$ cat config.mk
export PLATFORM = sky130hd
export DESIGN_NAME = seg_page_sched_flat
export DESIGN_NICKNAME = d
export VERILOG_FILES = /design/src/rtl/seg_page_sched_pkg.sv /design/src/rtl/seg_page_sched_if.sv /design/src/rtl/seg_page_sched_bin2bcd_seq.sv /design/src/rtl/seg_page_sched.sv /design/src/flat_wrapper.sv
export SDC_FILE = /design/constraint.sdc
export NUM_CORES = 1
export LEC_CHECK = 0
export ABC_AREA = 0
export CORE_UTILIZATION = 49
export DETAILED_ROUTE_END_ITERATION = 12
export PLACE_DENSITY = 0.77
export SYNTH_ARGS = -nofsm -noshare
export SYNTH_HDL_FRONTEND = slang
export SYNTH_HIERARCHICAL = 1
export SYNTH_SLANG_ARGS = --single-unit
$ cat constraint.sdc
create_clock -name clk -period 2 [get_ports clk]
set_clock_uncertainty 0.05 [all_clocks]
set_input_delay 0.4 -clock clk [delete_from_list [all_inputs] [get_ports clk]]
set_output_delay 0.4 -clock clk [all_outputs]
set_load 0.03 [all_outputs]
$ cat src/rtl/seg_page_sched_pkg.sv
// Shared constants, converter state encoding and helpers for the paged
// seven-segment value scheduler.
package seg_pkg;

  localparam int BCD_DIGITS = 6;
  localparam int DATA_W     = 20;
  localparam int BCD_W      = 4 * BCD_DIGITS;
  localparam int NUM_PAGES  = 3;

  localparam logic [DATA_W-1:0] BCD_MAX     = 20'd999_999;
  localparam logic [3:0]        DIGIT_OVF   = 4'hF;
  localparam logic [4:0]        SHIFT_COUNT = 5'd20;

  typedef enum logic [1:0] {
    IDLE  = 2'd0,
    LOAD  = 2'd1,
    SHIFT = 2'd2,
    DONE  = 2'd3
  } conv_state_t;

  // Double-dabble correction: every nibble of 5 or more gets +3 before the shift.
  function automatic logic [BCD_W-1:0] bcd_add3(input logic [BCD_W-1:0] bcd);
    logic [BCD_W-1:0] res;
    res = bcd;
    for (int i = 0; i < BCD_DIGITS; i++) begin
      if (bcd[4*i +: 4] >= 4'd5) begin
        res[4*i +: 4] = bcd[4*i +: 4] + 4'd3;
      end
    end
    return res;
  endfunction

  // First enabled page after cur, cyclic; cur itself when nothing else is enabled.
  function automatic logic [1:0] next_page(input logic [1:0] cur,
                                           input logic [NUM_PAGES-1:0] en);
    logic [1:0] res;
    logic [1:0] cand;
    logic       found;
    res   = cur;
    cand  = cur;
    found = 1'b0;
    for (int k = 0; k < NUM_PAGES; k++) begin
      cand = (cand >= 2'd2) ? 2'd0 : cand + 2'd1;
      if (!found && en[cand]) begin
        res   = cand;
        found = 1'b1;
      end
    end
    return res;
  endfunction

endpackage

$ cat src/rtl/seg_page_sched_if.sv
// Source/enable inputs and digit outputs of the page scheduler, grouped as
// one bundle; the scheduler sits on the slave side.
interface seg_page_sched_if;
  import seg_pkg::*;

  logic [DATA_W-1:0]    src0_data;
  logic [DATA_W-1:0]    src1_data;
  logic [DATA_W-1:0]    src2_data;
  logic [NUM_PAGES-1:0] src_en;
  logic                 freeze;
  logic [1:0]           page;
  logic                 conv_busy;
  logic                 upd;
  logic [3:0]           d0;
  logic [3:0]           d1;
  logic [3:0]           d2;
  logic [3:0]           d3;
  logic [3:0]           d4;
  logic [3:0]           d5;

  modport master (
    output src0_data, src1_data, src2_data, src_en, freeze,
    input  page, conv_busy, upd, d0, d1, d2, d3, d4, d5
  );

  modport slave (
    input  src0_data, src1_data, src2_data, src_en, freeze,
    output page, conv_busy, upd, d0, d1, d2, d3, d4, d5
  );

endinterface

$ cat src/rtl/seg_page_sched_bin2bcd_seq.sv
// Sequential 20-bit binary to six-digit BCD converter (shift-add-3).
// Result and overflow flag change together, only when entering DONE.
module bin2bcd_seq
  import seg_pkg::*;
(
  input  logic              clk,
  input  logic              rst_n,
  input  logic              start,
  input  logic [DATA_W-1:0] value,
  output logic              busy,
  output logic              done,
  output logic              ovf,
  output logic [BCD_W-1:0]  bcd
);

  conv_state_t state, state_next;

  logic [DATA_W-1:0]       bin_q;
  logic [BCD_W-1:0]        acc_q;
  logic [4:0]              shift_cnt;
  logic                    snap_ovf;
  logic [BCD_W-1:0]        result_q;
  logic                    result_ovf;
  logic [BCD_W-1:0]        acc_adj;
  logic [BCD_W+DATA_W-1:0] shifted;

  always_ff @(posedge clk or negedge rst_n) begin
    if (!rst_n) begin
      state <= IDLE;
    end else begin
      state <= state_next;
    end
  end

  always_comb begin
    state_next = state;
    case (state)
      IDLE:    if (start) state_next = LOAD;
      LOAD:    state_next = SHIFT;
      SHIFT:   if (shift_cnt == 5'd1) state_next = DONE;
      DONE:    state_next = IDLE;
      default: state_next = IDLE;
    endcase
  end

  assign acc_adj = bcd_add3(acc_q);
  assign shifted = {acc_adj, bin_q} << 1;

  // The last shift writes straight into the result register so DONE already shows it.
  always_ff @(posedge clk or negedge rst_n) begin
    if (!rst_n) begin
      bin_q      <= '0;
      acc_q      <= '0;
      shift_cnt  <= '0;
      snap_ovf   <= 1'b0;
      result_q   <= '0;
      result_ovf <= 1'b0;
    end else begin
      case (state)
        LOAD: begin
          bin_q     <= value;
          acc_q     <= '0;
          shift_cnt <= SHIFT_COUNT;
          snap_ovf  <= (value > BCD_MAX);
        end
        SHIFT: begin
          acc_q     <= shifted[BCD_W+DATA_W-1:DATA_W];
          bin_q     <= shifted[DATA_W-1:0];
          shift_cnt <= shift_cnt - 5'd1;
          if (shift_cnt == 5'd1) begin
            result_q   <= shifted[BCD_W+DATA_W-1:DATA_W];
            result_ovf <= snap_ovf;
          end
        end
        default: begin
        end
      endcase
    end
  end

  assign busy = (state != IDLE);
  assign done = (state == DONE);
  assign ovf  = result_ovf;
  assign bcd  = result_q;

endmodule

$ cat src/rtl/seg_page_sched.sv
// Round-robin page scheduler: periodic refresh tick, page dwell/arbitration,
// one-deep pending request and BCD digit outputs for the 6-digit display.
module seg_page_sched
  import seg_pkg::*;
#(
  parameter logic [22:0] REFRESH_MAX    = 23'd4_999_999,
  parameter logic [3:0]  PAGE_REFRESHES = 4'd9
) (
  input  logic           clk,
  input  logic           rst_n,
  seg_page_sched_if.slave bus
);

  logic [22:0]       refresh_cnt;
  logic              tick;
  logic [3:0]        dwell_cnt;
  logic [1:0]        page_q;
  logic              pending_q;
  logic              start;
  logic [DATA_W-1:0] sel_value;
  logic              conv_busy;
  logic              conv_done;
  logic              conv_ovf;
  logic [BCD_W-1:0]  conv_bcd;
  logic [3:0]        digits [BCD_DIGITS];

  always_ff @(posedge clk or negedge rst_n) begin
    if (!rst_n) begin
      refresh_cnt <= '0;
    end else if (refresh_cnt == REFRESH_MAX) begin
      refresh_cnt <= '0;
    end else begin
      refresh_cnt <= refresh_cnt + 23'd1;
    end
  end

  assign tick = (refresh_cnt == REFRESH_MAX);

  // A disabled current page is left at once, ignoring dwell and freeze.
  always_ff @(posedge clk or negedge rst_n) begin
    if (!rst_n) begin
      page_q    <= '0;
      dwell_cnt <= '0;
    end else if (tick) begin
      if (!bus.src_en[page_q]) begin
        page_q    <= next_page(page_q, bus.src_en);
        dwell_cnt <= '0;
      end else if (dwell_cnt == PAGE_REFRESHES) begin
        dwell_cnt <= '0;
        if (!bus.freeze) begin
          page_q <= next_page(page_q, bus.src_en);
        end
      end else begin
        dwell_cnt <= dwell_cnt + 4'd1;
      end
    end
  end

  always_ff @(posedge clk or negedge rst_n) begin
    if (!rst_n) begin
      pending_q <= 1'b0;
    end else if (tick && conv_busy) begin
      pending_q <= 1'b1;
    end else if (!conv_busy) begin
      pending_q <= 1'b0;
    end
  end

  assign start = tick | pending_q;

  // The converter samples this in LOAD, when page_q already holds the new page.
  always_comb begin
    sel_value = bus.src2_data;
    case (page_q)
      2'd0:    sel_value = bus.src0_data;
      2'd1:    sel_value = bus.src1_data;
      default: sel_value = bus.src2_data;
    endcase
  end

  bin2bcd_seq u_conv (
    .clk   (clk),
    .rst_n (rst_n),
    .start (start),
    .value (sel_value),
    .busy  (conv_busy),
    .done  (conv_done),
    .ovf   (conv_ovf),
    .bcd   (conv_bcd)
  );

  always_comb begin
    for (int i = 0; i < BCD_DIGITS; i++) begin
      digits[i] = conv_ovf ? DIGIT_OVF : conv_bcd[4*i +: 4];
    end
  end

  assign bus.page      = page_q;
  assign bus.conv_busy = conv_busy;
  assign bus.upd       = conv_done;
  assign bus.d0        = digits[0];
  assign bus.d1        = digits[1];
  assign bus.d2        = digits[2];
  assign bus.d3        = digits[3];
  assign bus.d4        = digits[4];
  assign bus.d5        = digits[5];

endmodule
$ cat src/flat_wrapper.sv
// flat-port wrapper written by rule: the top's interface ports become plain ports
module seg_page_sched_flat import seg_pkg::*;
#(
  parameter logic [22:0] REFRESH_MAX    = 23'd4_999_999,
  parameter logic [3:0]  PAGE_REFRESHES = 4'd9
)
  (clk, rst_n, bus_src0_data, bus_src1_data, bus_src2_data, bus_src_en, bus_freeze, bus_page, bus_conv_busy, bus_upd, bus_d0, bus_d1, bus_d2, bus_d3, bus_d4, bus_d5);
  seg_page_sched_if bus_i ();
  input  logic clk;
  input  logic rst_n;
  input wire logic [$bits(bus_i.src0_data)-1:0] bus_src0_data;
  input wire logic [$bits(bus_i.src1_data)-1:0] bus_src1_data;
  input wire logic [$bits(bus_i.src2_data)-1:0] bus_src2_data;
  input wire logic [$bits(bus_i.src_en)-1:0] bus_src_en;
  input wire logic [$bits(bus_i.freeze)-1:0] bus_freeze;
  output wire logic [$bits(bus_i.page)-1:0] bus_page;
  output wire logic [$bits(bus_i.conv_busy)-1:0] bus_conv_busy;
  output wire logic [$bits(bus_i.upd)-1:0] bus_upd;
  output wire logic [$bits(bus_i.d0)-1:0] bus_d0;
  output wire logic [$bits(bus_i.d1)-1:0] bus_d1;
  output wire logic [$bits(bus_i.d2)-1:0] bus_d2;
  output wire logic [$bits(bus_i.d3)-1:0] bus_d3;
  output wire logic [$bits(bus_i.d4)-1:0] bus_d4;
  output wire logic [$bits(bus_i.d5)-1:0] bus_d5;
  assign bus_i.src0_data = bus_src0_data;
  assign bus_i.src1_data = bus_src1_data;
  assign bus_i.src2_data = bus_src2_data;
  assign bus_i.src_en = bus_src_en;
  assign bus_i.freeze = bus_freeze;
  assign bus_page = bus_i.page;
  assign bus_conv_busy = bus_i.conv_busy;
  assign bus_upd = bus_i.upd;
  assign bus_d0 = bus_i.d0;
  assign bus_d1 = bus_i.d1;
  assign bus_d2 = bus_i.d2;
  assign bus_d3 = bus_i.d3;
  assign bus_d4 = bus_i.d4;
  assign bus_d5 = bus_i.d5;
  seg_page_sched #(.REFRESH_MAX(REFRESH_MAX), .PAGE_REFRESHES(PAGE_REFRESHES)) u_core (.clk(clk), .rst_n(rst_n), .bus(bus_i));
endmodule
==> impl_metrics.json, run 1 <==
{
  "outcome": "complete, no violations",
  "cts.clk_slew.worst_paths_ns": 0.07,
  "cp_cell_sequence": "inv_1, ha_2, inv_1, dlygate4sd2_1",
  "dieArea_um2": 12240,
  "cp_slowest_cell": "dlygate4sd2_1",
  "rows": 39,
  "yosys.area.top_type": "dfrtp_1",
  "clock-sinks": 107,
  "h-tree-depth": 3,
  "utilization_pct": 64.42,
  "grt_pass1_wl_mm": 20.95,
  "most-common-layout-cells": "dfrtp_1 (105), nand2_1 (66), clkdlybuf4s50_1 (64)",
  "gp_congestion": 0.8147,
  "syn_nets": 699,
  "rsz0062_at_grt": "yes",
  "netlist_instances": 611,
  "clk_path_buf_depth": 2,
  "async_reset_ff_share_pct": 100.0,
  "nets": 811,
  "place_area_um2": 7056,
  "syn_avg_cell_area_um2": 9.463,
  "routed_wl_mm": 12.14,
  "dp_hpwl_mm": 8.801,
  "avgRoutedWirePerCell_um": 13.97,
  "yosys_warnings": 6,
  "period_share_pct": 99.32,
  "ys_top_cells_by_area": "dfrtp_1 (46%), mux2i_1 (7.1%), o21ai_0 (5.2%), ha_1 (4.8%), nand2_1 (4.3%)",
  "cts.root.buffer_cell": "clkbuf_16",
  "core-area_um2": 11470,
  "drt_first_pass_iters": 4,
  "antenna_cells": 0,
  "power_mw": 4.273,
  "dp_cells": 852,
  "setup_viol": 0,
  "start_util_pct": 50.42,
  "ios": 94,
  "synth_top_area_share_pct": 46.31,
  "critPathMaxFanout": 4,
  "holdCritPathClass": "register to register",
  "worst_ir_drop_vdd_mv": 0.3397,
  "die_h_um": 110.6,
  "fmax_mhz": 503.4,
  "cp_data_arrival_time_ns": 1.54,
  "syn_area_um2": 5782,
  "drv_cap": 0,
  "fin_cells": 869,
  "cp.buffers_inverters": 3,
  "yosysUniqueCellTypes": 50,
  "fillerInstances": 890,
  "leakage_nw": 3.200,
  "ys_seq_area_share_pct": 46.31,
  "min_period_ns": 1.986,
  "drt-vias-per-instance": 5.304,
  "critPathRequiredTime_ns": 1.55,
  "cts_tree": "done",
  "p_per_area_nw_per_um2": 578.5,
  "cp_common_cell": "inv_1",
  "overflow": 0,
  "fin_area_um2": 7387,
  "ant_nets": 0,
  "drt-initial-drc-count": 254,
  "layout-drive-gt1-share_pct": 17.63,
  "layout_commonest_cell": "dfrtp_1",
  "grt_max_degree": 42,
  "cpLargestDelayFamily": "buffers and inverters",
  "ys_seq_elements": 107,
  "drc_errors": 0,
  "track_usage_pct": 20.64,
  "start_kind": "register",
  "numCtsBuffers": 9,
  "area_growth_syn_to_layout_pct": 27.76,
  "endpoint_kind": "output port",
  "io_buffers": 93,
  "drv_slew": 0,
  "hold_viol": 0,
  "slew_headroom_pct": 67.22,
  "insertion_delay_ns": 0.34,
  "ys.flop_type": "dfrtp_1",
  "die_w_um": 110.6,
  "worst_slew_pin_slew_ns": 0.4917,
  "num_vias": 4609,
  "grt_pass1_vias": 4649,
  "synth_edf_count": 0,
  "max_stage_delay_ns": 0.42,
  "antenna_found_initial": 0,
  "worstSetupPathType": "register to output port"
}
==> worst reg2reg max path, stage by stage (launching register included) <==
cell	delay (ns)
dfrtp_1	0.40
ha_4	0.16
nand3_2	0.10
nor4_4	0.23
nand4_1	0.13
buf_4	0.20
nor3_2	0.18
mux2_1	0.33
==> cell type report <==
class	instances	area (µm²)	share of cell area (%)
Clock inverter	3	47.55	0.6436
Tap cell	143	178.9	2.422
Sequential cell	107	2683	36.31
Timing Repair Buffer	132	1235	16.72
Multi-Input combinational cell	439	2863	38.75
Inverter	34	127.6	1.728
Clock buffer	11	252.7	3.421
==> cell families after synthesis <==
logic type               synth area share (%)
flip-flops                              46.31
XOR/XNOR                                3.787
multiplexers                            10.08
AO/OA/AOI/OAI                           12.72
buffers and inverters                   4.739
adder cells (fa/ha/maj)                 4.761
AND/OR/NAND/NOR                         17.59
==> path summary, 6_finish.rpt <==
check                                             from                    end  slack (ns)  cells past startpoint
worst max-delay path            u_core/u_conv/state[1]          bus_conv_busy        0.01                      4
worst min-delay path             u_core/u_conv/bcd[22]  u_core/u_conv/bcd[22]        0.42                      2
worst max register to register   u_core/refresh_cnt[0]     u_core/bus.page[0]        0.10                      7
worst min register to register   u_core/u_conv/bcd[22]  u_core/u_conv/bcd[22]        0.42                      2
max in group asynchronous                        rst_n     u_core/bus.page[1]        0.79                      3
min in group asynchronous                        rst_n  u_core/u_conv/bcd[10]        0.51                      2
==> layer usage <==
metal	global-route usage, %	vias to the layer above	part of all wire [%]
li1	-	2323	-
met1	26.02	2182	45
met2	36.07	93	50
met3	3.897	11	3.4
met4	5.867	0	1.4
met5	0	-	0
==> cells in the mapped netlist (4+ instances only) <==
library cell,instances
xnor2_1,18
nor2_1,44
a21oi_1,32
o22ai_1,18
o21ai_1,11
clkbuf_1,16
nor2b_1,4
xor2_1,7
o21ai_0,60
mux2i_1,41
nand3_1,10
and3_1,10
buf_2,9
nand4_1,10
nand3b_1,4
or2_2,24
dfrtp_1,107
nand2_1,66
nor3_1,8
inv_1,34
ha_1,22
nand2b_1,7
mux2_2,13
==> power breakdown <==
group	switching [mW]	internal [mW]
Clock	0.751	1.03
Sequential	0.0100	2.17
Combinational	0.130	0.185
Total	0.891	3.38
==> flip-flops by register name (all words and copies together), names as in the netlist <==
register	cells
u_core/u_conv/acc_q	24
u_core/bus.page	2
u_core/u_conv/state	2
u_core/dwell_cnt	4
u_core/u_conv/bcd	24
u_core/pending_q	1
u_core/u_conv/ovf	1
u_core/u_conv/shift_cnt	5
u_core/u_conv/bin_q	20
u_core/refresh_cnt	23
u_core/u_conv/snap_ovf	1
==> through the flow <==
| step | hold WS (ns) | setup slack, ns | TNS (ns) |
|---|---|---|---|
| 6_report | 0.4225 | 0.01357 | 0 |
| 5_1_grt | 0.4611 | -0.03131 | -0.07816 |
| 4_1_cts | 0.4330 | 0.001110 | 0 |
| 3_5_place_dp | 0.3473 | -0.1061 | -0.1061 |
| 3_3_place_gp | 0.3415 | -0.03052 | -0.03052 |
| 2_1_floorplan | 0.05441 | 0.01721 | 0 |
==> what timing repair did <==
action | CTS | global route
hold buffers | 1 | 0
pin swaps | 0 | 4
gates resized for setup | 66 | 17
endpoints found under the setup margin | 27 | 15
endpoints found under the hold margin | 34 | 0
gates cloned | 0 | 0
setup buffers | 0 | 2
Power figures use the tool's default switching activity.
==> run 2: changes to the inputs <==
Settings changed: CORE_ASPECT_RATIO set to 0.75.
==> impl_metrics.json, run 2 (same netlist as run 1, synthesis figures left out) <==
{
  "clock-sinks": 107,
  "endpoint_kind": "register",
  "worstSetupPathType": "register to register",
  "num_vias": 4662,
  "critPathMaxFanout": 2,
  "routed_wl_mm": 12.91,
  "cts.clk_slew.worst_paths_ns": 0.07,
  "clk_path_buf_depth": 2,
  "violations": "setup timing",
  "layout-drive-gt1-share_pct": 18.11,
  "drt_first_pass_iters": 4,
  "track_usage_pct": 22.28,
  "grt_max_degree": 40,
  "drt-vias-per-instance": 5.262,
  "critPathRequiredTime_ns": 2.19,
  "rsz0062_at_grt": "yes",
  "avgRoutedWirePerCell_um": 14.57,
  "dp_hpwl_mm": 9.407,
  "ant_nets": 0,
  "gp_congestion": 0.8012,
  "insertion_delay_ns": 0.35,
  "dp_cells": 865,
  "cts.root.buffer_cell": "clkbuf_16",
  "worst_ir_drop_vdd_mv": 0.4995,
  "drc_errors": 0,
  "die_w_um": 127.4,
  "most-common-layout-cells": "dfrtp_1 (104), nand2_1 (65), clkdlybuf4s50_1 (64)",
  "antenna_cells": 0,
  "min_period_ns": 2.025,
  "grt_pass1_vias": 4610,
  "cp_data_arrival_time_ns": 2.21,
  "cp_cell_sequence": "nor4b_2, and4b_1, nand4_1, or2b_1, nor2_1, nor2_2, mux2_4",
  "p_per_area_nw_per_um2": 574.2,
  "ios": 94,
  "whs_ns": 0.4270,
  "drv_cap": 0,
  "rows": 33,
  "leakage_nw": 3.239,
  "max_stage_delay_ns": 0.39,
  "hold_viol": 0,
  "cts_tree": "done",
  "layout_commonest_cell": "dfrtp_1",
  "cp_slowest_cell": "dfrtp_1",
  "numCtsBuffers": 9,
  "area_growth_syn_to_layout_pct": 28.05,
  "h-tree-depth": 3,
  "die_h_um": 96.08,
  "period_share_pct": 101.3,
  "antenna_found_initial": 0,
  "core-area_um2": 11190,
  "worst_slew_pin_slew_ns": 0.5610,
  "setup_viol": 1,
  "fmax_mhz": 493.8,
  "overflow": 0,
  "start_kind": "register",
  "setup_slack_ns": -0.02509,
  "slew_headroom_pct": 62.60,
  "drv_slew": 0,
  "dieArea_um2": 12240,
  "io_buffers": 93,
  "power_mw": 4.251,
  "outcome": "finished with violations",
  "fin_cells": 886,
  "tns_ns": -0.02509,
  "drt-initial-drc-count": 264,
  "holdCritPathClass": "register to register",
  "start_util_pct": 51.67,
  "nets": 812,
  "grt_pass1_wl_mm": 21.22
}
## run 2: final timing paths
| kind | slack [ns] | cells past startpoint | end | startpoint |
|---|---|---|---|---|
| setup / recovery | -0.03 | 7 | u_core/u_conv/state[1] | u_core/refresh_cnt[12] |
| hold / removal | 0.43 | 2 | u_core/u_conv/bcd[21] | u_core/u_conv/bcd[21] |
| setup reg to reg | -0.03 | 7 | u_core/u_conv/state[1] | u_core/refresh_cnt[12] |
| hold reg to reg | 0.43 | 2 | u_core/u_conv/bcd[21] | u_core/u_conv/bcd[21] |
| max in group asynchronous | 0.79 | 3 | u_core/u_conv/bcd[20] | rst_n |
| min in group asynchronous | 0.54 | 2 | u_core/dwell_cnt[1] | rst_n |
## run 2: metrics by stage
step           utilization (%)  setup WS (ns)  area [µm²]
6_report                 66.16       -0.02509        7403
5_1_grt                  66.16       -0.09272        7403
3_3_place_gp             62.61       -0.02457        7005
4_1_cts                  65.50       -0.02622        7330
3_5_place_dp             62.61        -0.1073        7005
2_1_floorplan                -        0.01721        5811
## run 2: critical path: cells and delay by family, from the launching register on
family / cells / cell delay, ns
mux: 1 / 0.31
simple gates: 6 / 1.17
flops: 1 / 0.39
## run 2: area by class of cell
class | count | area [µm²]
fillers | 893 | 3786
multi-input cells | 439 | 2897
flip-flops and latches | 107 | 2684
repair buffers | 133 | 1211
clock buffers | 12 | 236.5
well taps | 157 | 196.4
inverters | 34 | 127.6
clock inverters | 4 | 51.30
## run 2: repair_timing
action                                  in CTS  in global routing
pin swaps                                    4                  4
hold endpoints to repair                     1                  0
endpoints found under the setup margin      30                 19
buffers inserted                             1                  3
hold buffers                                 1                  0
gates resized for setup                      9                 11
## run 2: layer usage
layer / GRT usage (%) / routed length (µm) / vias up / share of wire (%)
met1: 27.41 / 5860 / 2275 / 45
met3: 4.892 / 318 / 10 / 2.5
met2: 39.71 / 6616 / 51 / 51
met5: 0 / 0 / - / 0
li1: - / - / 2326 / -
met4: 6.448 / 116 / 0 / 0.90
## run 2: power breakdown
| group | switching, mW | internal (mW) | total (mW) |
|---|---|---|---|
| clock | 0.777 | 0.973 | 1.75 |
| sequential | 0.00906 | 2.16 | 2.17 |
| combinational | 0.141 | 0.186 | 0.327 |
==> run 3: changes to the inputs <==
Settings changed: CORE_UTILIZATION 49 to 45, PLACE_DENSITY 0.77 to 0.72.
==> impl_metrics.json, run 3 (same netlist as run 1, synthesis figures left out) <==
{
  "layout-drive-gt1-share_pct": 17.93,
  "rsz0062_at_grt": "yes",
  "outcome": "complete, no violations",
  "nets": 809,
  "endpoint_kind": "register",
  "avgRoutedWirePerCell_um": 14.77,
  "drv_slew": 0,
  "cp_slowest_cell": "dfrtp_1",
  "holdCritPathClass": "register to register",
  "h-tree-depth": 3,
  "grt_max_degree": 47,
  "core-area_um2": 12390,
  "drc_errors": 0,
  "num_vias": 4687,
  "cts_tree": "done",
  "min_period_ns": 1.981,
  "period_share_pct": 99.05,
  "fin_area_um2": 7446,
  "setup_viol": 0,
  "cpLargestDelayFamily": "simple AND/OR/NAND/NOR gates",
  "io_buffers": 93,
  "worstSetupPathType": "register to register",
  "dp_cells": 870,
  "cp.buffers_inverters": 1,
  "drv_cap": 0,
  "whs_ns": 0.4248,
  "rows": 35,
  "antenna_cells": 0,
  "drt-vias-per-instance": 5.260,
  "max_stage_delay_ns": 0.40,
  "grt_pass1_wl_mm": 22.03,
  "overflow": 0,
  "pwr-share-seq_pct": 51.0,
  "start_kind": "register",
  "die_w_um": 132.9,
  "antenna_found_initial": 0,
  "cts.root.buffer_cell": "clkbuf_16",
  "area_growth_syn_to_layout_pct": 28.78,
  "cp_data_arrival_time_ns": 2.15,
  "most-common-layout-cells": "dfrtp_1 (103), nand2_1 (66), clkdlybuf4s50_1 (64)",
  "power_mw": 4.256,
  "ant_nets": 0,
  "power_switching_mw": 0.8815,
  "cp_cell_sequence": "nor4b_2, and4b_1, nand4_1, buf_4, nor3_2, mux2_1",
  "critPathMaxFanout": 10,
  "gp_congestion": 0.8182,
  "drt-initial-drc-count": 264,
  "start_util_pct": 46.65,
  "routed_wl_mm": 13.16,
  "slew_headroom_pct": 71.98,
  "die_h_um": 100.2,
  "grt_pass1_vias": 4665,
  "insertion_delay_ns": 0.34,
  "worst_slew_pin_slew_ns": 0.4203,
  "utilization_pct": 60.08,
  "clock-sinks": 107,
  "numCtsBuffers": 9,
  "dp_hpwl_mm": 9.209,
  "dieArea_um2": 13310,
  "pwr-share-clk_pct": 41.6,
  "critical_path_cell_count": 6,
  "leakage_nw": 3.187,
  "track_usage_pct": 20.79,
  "switching_share_pct": 20.71,
  "comb_power_share_pct": 7.4,
  "whs_path_depth": 2,
  "worst_ir_drop_vdd_mv": 0.3811,
  "place_area_um2": 7047,
  "ios": 94,
  "clk_path_buf_depth": 2,
  "hold_viol": 0,
  "p_per_area_nw_per_um2": 571.6,
  "cts.clk_slew.worst_paths_ns": 0.07,
  "p_int_mw": 3.375,
  "fin_cells": 891,
  "fmax_mhz": 504.8,
  "worstRegToRegCells": 6,
  "layout_commonest_cell": "dfrtp_1",
  "critPathRequiredTime_ns": 2.17,
  "drt_first_pass_iters": 5
}
-- run 3: cell types whose count changed in the layout (fill, tap and decap cells not counted), moves of 2 or more --
| cell | change |
|---|---|
| dlygate4sd2_1 | -2 |
| dfrtp_2 | +2 |
| clkbuf_8 | +2 |
| ha_2 | +2 |
| clkdlybuf4s15_2 | +18 |
| buf_4 | -22 |
-- run 3: timing repair --
| item | 4_1_cts | 5_1_grt |
|---|---|---|
| endpoints found under the hold margin | 24 | 0 |
| pin swaps | 0 | 4 |
| hold buffers | 1 | 0 |
| setup endpoints to repair | 29 | 11 |
| gates resized for setup | 65 | 9 |
| buffers inserted | 2 | 3 |
-- run 3: worst paths after layout --
kind                                        start                      to  slack, ns
setup / recovery           u_core/refresh_cnt[10]      u_core/bus.page[0]       0.02
setup reg to reg           u_core/refresh_cnt[10]      u_core/bus.page[0]       0.02
hold reg to reg             u_core/u_conv/bcd[17]   u_core/u_conv/bcd[17]       0.42
hold / removal              u_core/u_conv/bcd[17]   u_core/u_conv/bcd[17]       0.42
max in group asynchronous                   rst_n   u_core/refresh_cnt[8]       0.81
min in group asynchronous                   rst_n  u_core/u_conv/bin_q[4]       0.50
-- run 3: layout make-up --
class / count / area (µm²)
multi-input cells: 439 / 2872
clock inverters: 2 / 35.03
flip-flops and latches: 107 / 2683
well taps: 166 / 207.7
inverters: 34 / 127.6
clock buffers: 13 / 260.3
fillers: 1030 / 4947
repair buffers: 130 / 1261
-- run 3: metal layers --
metal  track usage (%)  part of all wire (%)
met5                 0                     0
met3             5.354                   4.9
met1             27.34                    47
met2             34.27                    47
met4             5.482                  0.95
-- run 3: power by group through the flow --
stage,combinational (mW),clock [mW],sequential [mW]
6_report,0.315,1.77,2.17
5_1_grt,0.350,1.90,2.17
4_1_cts,0.322,1.82,2.17
3_3_place_gp,0.314,0,2.21
2_1_floorplan,0.103,0,2.21
3_5_place_dp,0.319,0,2.21
-- run 3: per-stage QoR --
stage          worst slack [ns]  setup TNS (ns)
3_3_place_gp           -0.04970        -0.04970
6_report                0.01904               0
4_1_cts                0.003759               0
5_1_grt                -0.08209         -0.1603
3_5_place_dp           -0.08833         -0.8456
2_1_floorplan           0.01721               0
-- run 3: tightest hold or removal path: stages, from the launching register on --
cell and delay (ns):
dfrtp_1 0.34, nand2_1 0.05, o21ai_1 0.06
==> patch 1, RTL diff (config.mk and constraints of run 3) <==
Make the reset (`rst_n`) synchronous in 5 clocked blocks.
--- a/src/rtl/seg_page_sched_bin2bcd_seq.sv
+++ b/src/rtl/seg_page_sched_bin2bcd_seq.sv
@@ -24,7 +24,7 @@
   logic [BCD_W-1:0]        acc_adj;
   logic [BCD_W+DATA_W-1:0] shifted;
 
-  always_ff @(posedge clk or negedge rst_n) begin
+  always_ff @(posedge clk) begin
     if (!rst_n) begin
       state <= IDLE;
     end else begin
@@ -47,7 +47,7 @@
   assign shifted = {acc_adj, bin_q} << 1;
 
   // The last shift writes straight into the result register so DONE already shows it.
-  always_ff @(posedge clk or negedge rst_n) begin
+  always_ff @(posedge clk) begin
     if (!rst_n) begin
       bin_q      <= '0;
       acc_q      <= '0;
--- a/src/rtl/seg_page_sched.sv
+++ b/src/rtl/seg_page_sched.sv
@@ -24,7 +24,7 @@
   logic [BCD_W-1:0]  conv_bcd;
   logic [3:0]        digits [BCD_DIGITS];
 
-  always_ff @(posedge clk or negedge rst_n) begin
+  always_ff @(posedge clk) begin
     if (!rst_n) begin
       refresh_cnt <= '0;
     end else if (refresh_cnt == REFRESH_MAX) begin
@@ -37,7 +37,7 @@
   assign tick = (refresh_cnt == REFRESH_MAX);
 
   // A disabled current page is left at once, ignoring dwell and freeze.
-  always_ff @(posedge clk or negedge rst_n) begin
+  always_ff @(posedge clk) begin
     if (!rst_n) begin
       page_q    <= '0;
       dwell_cnt <= '0;
@@ -56,7 +56,7 @@
     end
   end
 
-  always_ff @(posedge clk or negedge rst_n) begin
+  always_ff @(posedge clk) begin
     if (!rst_n) begin
       pending_q <= 1'b0;
     end else if (tick && conv_busy) begin
Behaviour: same outputs for any inputs over 10 cycles, from zero or initial values and one cycle with rst_n low; that may be too few to reach the edited logic, so the function may still have changed.
==> patch 1 against run 3 <==
- the flow now finishes with violations (negative setup slack)
- first-iteration DRC count is 0.38% lower
- fmax fell by 9.1%
- total power grew 1.3%
- design area rose by 2.2%
- critical path type unchanged
- routed wire length is 5.2% higher
- synthesized area decreased by 0.41%
- count of clock-buffer cells in the layout decreased by 4
- non-clock buffer count increased by 22
- setup slack got worse by 0.20 ns
- via count grew 8.1%
- critical endpoint is now u_core/dwell_cnt[2]
- sequential cell count unchanged
==> patch 1: results (changes against run 3) <==
status finished, violations left (was finished clean); failing checks negative setup slack; most common library cells after synthesis 107 x dfxtp_1, 92 x nand2_1, 56 x o21ai_0 (was 107 x dfrtp_1, 66 x nand2_1, 60 x o21ai_0); Fin Setup TNS -1.05 ns (was 0 ns); hold slack 0.422 ns (was 0.425 ns); CP Max Fanout 4 (was 10); synthesized net count 751 (was 699); met1 Use GR 0.269 (was 0.273); Post-Syn Area per Cell 8.68 sq um (was 9.46 sq um); DR WL met2 6580 um (was 6190 um); share of cells above drive strength 1 0.207 (was 0.179); WL met3 516 um (was 643 um); largest net degree at the start of global routing 57 (was 47); Synth Area in Compound Gates 0.177 (was 0.127); Hold Startpoint u_core/u_conv/bcd[22] (was u_core/u_conv/bcd[17]); Iteration-0 DRC Markers 263 (was 264); first-pass GRT wire length 22,900 um (was 22,000 um); worst setup margin -0.178 ns (was 0.0190 ns); Critical Path Max Stage Delay 0.59 ns (was 0.40 ns); XOR/XNOR Fraction of Synth Area 0.0411 (was 0.0379); gr usage total 0.211 (was 0.208); DRT met1 WL 6500 um (was 6200 um); sequential area share after synthesis 0.372 (was 0.463); placed insts 934 (was 870); Setup WS pre-CTS -0.146 ns (was -0.0883 ns); mux share of post-synthesis cell area 0.0882 (was 0.101); Async SR Flop Fraction 0 (was 1.00); leakage dissipation 3.08 nW (was 3.19 nW); pin slew with the least headroom to its limit 0.588 ns (was 0.420 ns); # nets final 875 (was 809); R2R Path End u_core/dwell_cnt[2] (was u_core/bus.page[0]); Final setup viols 8 (was 0); R2R Path Start u_core/refresh_cnt[0] (was u_core/refresh_cnt[10]); worst vdd ir 0.457 mV (was 0.381 mV); gpl congestion 0.818 (about the same); DP HPWL 9710 um (was 9210 um)
patch 1: cell count changes in the layout (fill, tap and decap cells not counted), sizes merged, moves of 9 or more:
cell                  run 3  this run
dfrtp                   107         0
dfxtp                     0       107
buf                      44        85
nand2                    67        93
o211a                     0        26
clkdlybuf4s15            18         0
o21ai                    71        56
nor2                     44        33
nor3b                     0        11
inv                      34        24
nand3                    11        21
mux2                     15         6
xor2                      7        16
patch 1: worst min-delay path, cell delays in order, from the launching register on:
cell and delay (ns):
dfxtp_1 0.31, nand2_1 0.05, o22ai_1 0.06
patch 1: where the power goes:
group | switching [mW] | leakage (nW) | internal, mW
registers | 0.00554 | 0.864 | 2.13
logic | 0.109 | 2.06 | 0.179
clock network | 0.787 | 0.152 | 1.09
patch 1: final cells by class:
class                      instances  area [sq um]  area share
tap                              166           208      0.0273
multi-input combinational        493          3420       0.450
clock buffer                       9           225      0.0296
sequential                       107          2150       0.282
inverter                          24          93.8      0.0123
timing repair buffer             152          1420       0.187
clock inverter                     6          90.1      0.0118
==> patch 2, RTL diff (settings of run 3) <==
Without the edit above. `NUM_PAGES`: 3 -> 5.
--- a/src/rtl/seg_page_sched_pkg.sv
+++ b/src/rtl/seg_page_sched_pkg.sv
@@ -5,7 +5,7 @@
   localparam int BCD_DIGITS = 6;
   localparam int DATA_W     = 20;
   localparam int BCD_W      = 4 * BCD_DIGITS;
-  localparam int NUM_PAGES  = 3;
+  localparam int NUM_PAGES  = 5;
 
   localparam logic [DATA_W-1:0] BCD_MAX     = 20'd999_999;
   localparam logic [3:0]        DIGIT_OVF   = 4'hF;
Interface: changed (resized bus_src_en); port bits go from 94 to 96. No check against the original RTL was run, so the function may have changed too.
==> patch 2 against run 3 <==
- the run now ends with negative setup slack left
- synthesized area grew 0.82%
- routed wire length shrank 0.63%
- sequential power is essentially flat
- die area grew 0.81%
- setup slack lost 0.065 ns
- sequential cell count is the same
- design area grew 3.4%
- synthesized cell count grew 0.33%
- total power grew 5.3%
==> patch 2: results (changes against run 3) <==
buffering overhead 0.185 (was 0.169); placed insts 886 (was 870); worst vdd ir 0.389 mV (was 0.381 mV); I/O Buffers 94 (was 93); leakage dissipation 3.25 nW (was 3.19 nW); WL met3 441 um (was 643 um); CLK BUF 10 (was 13); register area 2680 sq um (about the same); Critical Path Max Stage Delay 0.53 ns (was 0.40 ns); R2R Path End u_core/u_conv/state[1] (was u_core/bus.page[0]); Final setup viols 1 (was 0); Filler cells 1,019 (was 1,030); largest net degree at the start of global routing 56 (was 47); #MultiIn Comb 440 (was 439); WHS Endpoint u_core/u_conv/bcd[8] (was u_core/u_conv/bcd[17]); met1 Use GR 0.266 (was 0.273); WL per Instance 14.4 um (was 14.8 um); Resized Gates After CTS 75 (was 65); share of cells above drive strength 1 0.207 (was 0.179); sequential area share after synthesis 0.459 (was 0.463); gpl congestion 0.807 (was 0.818); Clock group 2.02 mW (was 1.77 mW); Reg2Reg Depth 8 (was 6); worst setup margin -0.0460 ns (was 0.0190 ns); ranking of synthesized cells by area dfrtp_1 46%, mux2i_1 7.4%, o21ai_0 5.4% (was dfrtp_1 46%, mux2i_1 7.1%, o21ai_0 5.2%); DP HPWL 9230 um (was 9210 um); number of global-route vias before repair 4,864 (was 4,665); Fin Setup TNS -0.0460 ns (was 0 ns); CP Data Arrival Time 2.23 ns (was 2.15 ns); first-pass GRT wire length 22,200 um (was 22,000 um); Cell Area, Placed 7250 sq um (was 7050 sq um); status finished, violations left (was finished clean); Sw Ratio 0.205 (was 0.207); fin area 7700 sq um (was 7450 sq um); Hold Startpoint u_core/u_conv/bcd[8] (was u_core/u_conv/bcd[17]); Multi-input gate area 2920 sq um (was 2870 sq um); slew margin rel. 0.700 (was 0.720); most common library cells after synthesis 107 x dfrtp_1, 65 x nand2_1, 63 x o21ai_0 (was 107 x dfrtp_1, 66 x nand2_1, 60 x o21ai_0); met3 Use GR 0.0397 (was 0.0535); DRT met1 WL 5990 um (was 6200 um); failing checks negative setup slack; hold slack 0.426 ns (was 0.425 ns); Max stage delay cell, worst path or4_4 (was dfrtp_1); routed vias 4,801 (was 4,687); Switch Pwr 0.918 mW (was 0.881 mW); Logic power comb 0.295 mW (was 0.315 mW); total iterations of the first detailed-routing run 4 (was 5); non-clock buffer count 147 (was 130)
[patch 2: worst max path at each step]
stage          slack [ns]             startpoint  depth (start not counted)                endpoint
5_1_grt             -0.11  u_core/refresh_cnt[0]                          8  u_core/u_conv/state[1]
6_report            -0.05  u_core/refresh_cnt[0]                          8  u_core/u_conv/state[1]
3_5_place_dp        -0.28          bus_src_en[2]                          5      u_core/bus.page[1]
2_1_floorplan       -0.20  u_core/refresh_cnt[0]                          9  u_core/u_conv/state[1]
3_3_place_gp        -0.18          bus_src_en[2]                          5      u_core/bus.page[0]
4_1_cts             -0.03  u_core/refresh_cnt[0]                          8  u_core/u_conv/state[1]
[patch 2: logic make-up after synthesis]
family,share of synthesized area
AOI/OAI and AO/OA,0.134
buffers and inverters,0.0476
DFF,0.459
and+or+nand+nor,0.171
adders and majority gates,0.0429
muxes,0.109
xor gates and xnor gates,0.0361
